File: config.mk
export PLATFORM = sky130hd
export DESIGN_NAME = instr_fetch_unit
export DESIGN_NICKNAME = d
export VERILOG_FILES = /design/src/rtl/instr_fetch_unit.sv
export SDC_FILE = /design/constraint.sdc
export NUM_CORES = 1
export LEC_CHECK = 0
export ABC_AREA = 1
export BUFFER_PORTS_ARGS = -buffer_cell sky130_fd_sc_hd__buf_2
export CAP_MARGIN = 20
export CORE_MARGIN = 8
export CORE_UTILIZATION = 50
export DETAILED_ROUTE_END_ITERATION = 10
export GPL_ROUTABILITY_DRIVEN = 1
export GPL_TIMING_DRIVEN = 0
export HOLD_SLACK_MARGIN = 0.12
export PLACE_DENSITY = 0.79
export SETUP_SLACK_MARGIN = 0.2
export SLEW_MARGIN = 40
export SYNTH_ARGS = -nofsm -noshare
export SYNTH_HDL_FRONTEND = slang
export SYNTH_SLANG_ARGS = --single-unit
File: constraint.sdc
create_clock -name clk -period 9 [get_ports clk]
set_clock_uncertainty 0.1 [all_clocks]
set_input_delay 1.35 -clock clk [delete_from_list [all_inputs] [get_ports clk]]
set_output_delay 1.35 -clock clk [all_outputs]
set_load 0.005 [all_outputs]
File: src/rtl/instr_fetch_unit.sv
// Instruction fetch stage: owns the PC, reads the instruction ROM, queues
// {PC, word} pairs in a small FIFO and hands them to decode over valid/ready.
// Redirects from execute flush the FIFO and restart fetch at the new PC.
module instr_fetch_unit #(
  parameter int                ADDR_W   = 7,
  parameter int                DATA_W   = 32,
  parameter logic [ADDR_W-1:0] RESET_PC = 7'd4,
  parameter int                DEPTH    = 2
) (
  input  logic              clk,
  input  logic              rst_n,
  input  logic              start,
  input  logic              halt,
  output logic [ADDR_W-1:0] rom_addr,
  output logic              rom_en,
  input  logic [DATA_W-1:0] rom_data,
  input  logic              redirect_valid,
  input  logic [ADDR_W-1:0] redirect_pc,
  output logic              out_valid,
  input  logic              out_ready,
  output logic [DATA_W-1:0] out_instr,
  output logic [ADDR_W-1:0] out_pc
);

  localparam int PTR_W = (DEPTH > 1) ? $clog2(DEPTH) : 1;
  localparam int CNT_W = $clog2(DEPTH + 1);
  localparam logic [CNT_W-1:0] FULL_CNT = CNT_W'(DEPTH);
  localparam logic [PTR_W-1:0] PTR_LAST = PTR_W'(DEPTH - 1);

  typedef enum logic [1:0] {IDLE, RUN, HALT} state_t;

  state_t            state_q, state_d;
  logic [ADDR_W-1:0] pc_q, pc_d;
  logic [CNT_W-1:0]  count_q, count_d;
  logic [PTR_W-1:0]  rd_ptr_q, rd_ptr_d;
  logic [PTR_W-1:0]  wr_ptr_q, wr_ptr_d;

  logic [ADDR_W-1:0] mem_pc_q    [DEPTH];
  logic [DATA_W-1:0] mem_instr_q [DEPTH];

  logic push;
  logic pop;

  // Redirect targets are forced to word alignment, so the low bits never matter.
  logic unused_redirect_lsbs;
  assign unused_redirect_lsbs = &{1'b0, redirect_pc[1:0]};

  function automatic logic [PTR_W-1:0] ptr_inc(input logic [PTR_W-1:0] p);
    return (p == PTR_LAST) ? '0 : p + 1'b1;
  endfunction

  // ROM enable is purely a function of state, occupancy and redirect; decode's
  // ready never reaches the ROM so the fetch path stays short.
  assign rom_en   = (state_q == RUN) && (count_q < FULL_CNT) && !redirect_valid;
  assign rom_addr = pc_q;
  assign push     = rom_en;
  assign pop      = out_valid && out_ready && !redirect_valid;

  assign out_valid = (count_q != '0);
  assign out_instr = out_valid ? mem_instr_q[rd_ptr_q] : '0;
  assign out_pc    = out_valid ? mem_pc_q[rd_ptr_q]    : '0;

  // Next-state logic: start/halt control; a redirect never blocks the transition.
  always_comb begin
    state_d = state_q;
    case (state_q)
      IDLE:    if (start) state_d = RUN;
      RUN:     if (halt)  state_d = HALT;
      HALT:    if (start) state_d = RUN;
      default: state_d = IDLE;
    endcase
  end

  // PC and FIFO bookkeeping; a redirect overrides fetch and pop in the same cycle.
  always_comb begin
    pc_d     = pc_q;
    count_d  = count_q;
    rd_ptr_d = rd_ptr_q;
    wr_ptr_d = wr_ptr_q;
    if (redirect_valid) begin
      pc_d     = {redirect_pc[ADDR_W-1:2], 2'b00};
      count_d  = '0;
      rd_ptr_d = '0;
      wr_ptr_d = '0;
    end else begin
      if (push) begin
        pc_d     = pc_q + ADDR_W'(4);
        wr_ptr_d = ptr_inc(wr_ptr_q);
      end
      if (pop) begin
        rd_ptr_d = ptr_inc(rd_ptr_q);
      end
      count_d = count_q + CNT_W'(push) - CNT_W'(pop);
    end
  end

  // Control registers, cleared asynchronously.
  always_ff @(posedge clk or negedge rst_n) begin
    if (!rst_n) begin
      state_q  <= IDLE;
      pc_q     <= RESET_PC;
      count_q  <= '0;
      rd_ptr_q <= '0;
      wr_ptr_q <= '0;
    end else begin
      state_q  <= state_d;
      pc_q     <= pc_d;
      count_q  <= count_d;
      rd_ptr_q <= rd_ptr_d;
      wr_ptr_q <= wr_ptr_d;
    end
  end

  // FIFO storage; contents are only observed through count, so no reset needed.
  always_ff @(posedge clk) begin
    if (push) begin
      mem_pc_q[wr_ptr_q]    <= pc_q;
      mem_instr_q[wr_ptr_q] <= rom_data;
    end
  end

endmodule

==> qor.csv <==
stage,metric,value,unit
min_path,hold_class,reg -> reg,
yosys,yosysMostFrequentCell,nand2_1,
sta,whs,465,ps
yosys,synth_compound_area_share,8.99,%
yosys,ys_types,26,
setup_path,crit_required,7550,ps
global_route,grt_use_total,15.4,%
placement,placement.cell_area,4240,sq um
yosys,synth-main-ff-cell,edfxtp_1,
sta,finalSetupTns,0,ps
route,post-route-drc-count,0,
sta,setup_viol,0,
clocking,clockBufferDepth,2,
power,powerDensity,249,nW/um^2
yosys,synth_top_area_share,61.4,%
route,firstDrtPassIters,4,
setup_path,cp_top_family,buffers and inverters,
clocking,ctsRootBufferMaster,clkbuf_8,
yosys,synthCells,284,
layout,final_util,62.3,%
clocking,cts.clk_slew.worst_paths,80,ps
clocking,clock_sinks,85,
setup_path,cp_max_fo,10,
setup_path,worst-path-buf-inv,3,
global_route,antenna_found_initial,0,
setup_path,cp.arrival,1970,ps
clocking,postCtsHoldBufs,0,
setup_path,ff2ff_setup_slack,6870,ps
yosys,netlist_top_cells_count,"87 x nand2_1, 74 x edfxtp_1, 30 x a21oi_2",
setup_path,crit_type,in -> out,
layout,syn2layout_area_growth,22.9,%
yosys,synth.area.top_cells,"edfxtp_1 61%, nand2_1 9.0%, a21oi_2 7.3%",
sta,post-route-min-period,3420,ps
floorplanning,fp.dieH,101,um
route,ant_nets,0,
clocking,clkLatencyLatePin,350,ps
job,timing.max_cap.violations,0,
yosys,ys_seq_area_share,69.0,%
layout,num_antenna_cells,0,
yosys,synth-edff-count,74,
global_route,grt_remaining_overflow,0,
floorplanning,num_io_pins,93,
setup_path,crit_end,rom_en,
route,wl_per_cell,14.9,um
yosys,syn_area,3620,sq um
sta,fin_crit_sh,38.0,%
setup_path,r2r_start,state_q[1],
clocking,post_cts_resized,0,
setup_path,crit_path_frequent_cell,buf_2,
placement,place.detailed.hpwl,5310,um
sta,worst_slew_pin_slew,660,ps
global_route,grt_max_degree,38,
yosys,synth_xor_area_share,0.484,%
layout,stdcell_area,4450,sq um
placement,port_buffers,86,
power,p_leak,1.89,nW
global_route,grt_pass1_vias,2576,
clocking,postCtsSetupBuffers,0,
floorplanning,dieArea,10200,sq um
floorplanning,die_width,101,um
layout,drive_gt1_share,44.3,%
clocking,cts_buffers,9,
setup_path,r2r_cells,6,
sta,rsz0062_at_grt,false,
setup_path,cp_cell_sequence,buf_2 > buf_2 > nor2_8 > buf_2,
yosys,yosys.area.top_type,edfxtp_1,
route,routed_wl,7360,um
yosys,synth_simple_gate_area_share,15.0,%
placement,gp_congestion,0.795,
yosys,ys.warnings.count,0,
floorplanning,coreArea,7140,sq um
status,status,completed,
floorplanning,initial_utilization,50.7,%
yosys,synthAdderAreaFrac,1.04,%
clocking,htreeDepth,3,
sta,hold_violations,0,
yosys,ys_ff_latch,85,
yosys,async_flop_share,12.9,%
sta,max-slew-margin-rel,55.9,%
setup_path,crit_path_max_incr_delay,190,ps
setup_path,r2r-end,mem_instr_q[1][22],
setup_path,crit_start,redirect_valid,
setup_path,start_kind,input pin,
route,drt_iter0_markers,47,
yosys,synth_top_family_by_area,simple AND/OR/NAND/NOR gates,
power,max-vdd-ir-drop,0.137,mV
route,via_per_inst,4.82,
floorplanning,row_count,31,
route,vias,2381,
setup_path,cp-end-kind,output pin,
layout,nFillCells,588,
setup_path,cpMaxStageDelayCell,buf_2,
yosys,muxShareOfSynthArea,0,%
yosys,avgSynthCellArea,12.7,sq um
layout,final_nets,438,
setup_path,cp_num_cells,4,
clocking,cts_tree,yes,
sta,max_freq,293,MHz
global_route,grt_pass1_wl,12000,um
sta,slew_viol_final,0,
[registers in the layout (all words and copies together), names as in the netlist]
signal / flops
count_q: 2
mem_instr_q: 64
rd_ptr_q: 1
state_q: 2
mem_pc_q: 10
rom_addr: 5
wr_ptr_q: 1
[tightest hold or removal path: stages, from the launching register on]
cell	delay, ps
dfstp_2	420
nand3_1	90
nand2_1	60
[metrics by stage]
| step | setup WS, ps | std cells | total power (W) |
|---|---|---|---|
| floorplan | 4290 | 287 | 0.000713 |
| global placement | 2670 | 472 | 0.000824 |
| detailed placement | 5580 | 478 | 0.000837 |
| CTS | 5580 | 494 | 0.00112 |
| global route | 5550 | 494 | 0.00118 |
| finish | 5580 | 494 | 0.00111 |
[cell usage in the layout, fill, tap and decap left out, types with 9 or more instances in the layout]
cell      netlist  final
buf_4           7     13
inv_1           9      9
clkbuf_8        0      9
a21oi_2        30     30
nand3_1        12     12
dfrtp_1        10     10
nand2_2        12     12
edfxtp_1       74     74
nand2_1        87     87
buf_2           3     89
[area by class of cell]
type                       count  area, sq um  area share, %
clock inverter                 7         88.8           2.00
tap                           99          124           2.78
sequential                    85         2500           56.2
timing repair buffer          92          475           10.7
multi-input combinational    172          942           21.2
buffer                        17          146           3.29
clock buffer                   9          124           2.78
inverter                      13         50.0           1.12
[cells by family after synthesis]
family,count (synthesis)
compound gates,41
flops,85
other cells,1
simple gates,122
xor+xnor,2
buf+inv,30
fa+ha+maj,3
[power by group]
| part | leakage [nW] | internal, W | switching (W) |
|---|---|---|---|
| Combinational | 0.965 | 0.000126 | 0.000191 |
| Clock | 0.113 | 0.000155 | 0.000131 |
| Sequential | 0.813 | 0.000480 | 0.0000249 |
| Total | 1.89 | 0.000761 | 0.000347 |
[worst min path at each step]
stage | startpoint | end | slack [ps] | cells after the start
4_1_cts | rom_addr[2] | rom_addr[2] | 470 | 2
2_1_floorplan | rom_addr[2] | rom_addr[2] | 410 | 2
5_1_grt | wr_ptr_q | wr_ptr_q | 510 | 2
6_report | rom_addr[2] | rom_addr[2] | 470 | 2
3_3_place_gp | wr_ptr_q | wr_ptr_q | 430 | 2
3_5_place_dp | rom_addr[2] | rom_addr[2] | 450 | 2
[metal layers]
metal | vias up | track usage (%) | wire (um)
met4 | 0 | 6.87 | 122
met1 | 1123 | 16.4 | 3010
met5 | - | 0 | 0
met3 | 12 | 4.01 | 376
li1 | 1184 | - | -
met2 | 62 | 27.9 | 3850
No activity file was read; power rests on OpenSTA's default activity.
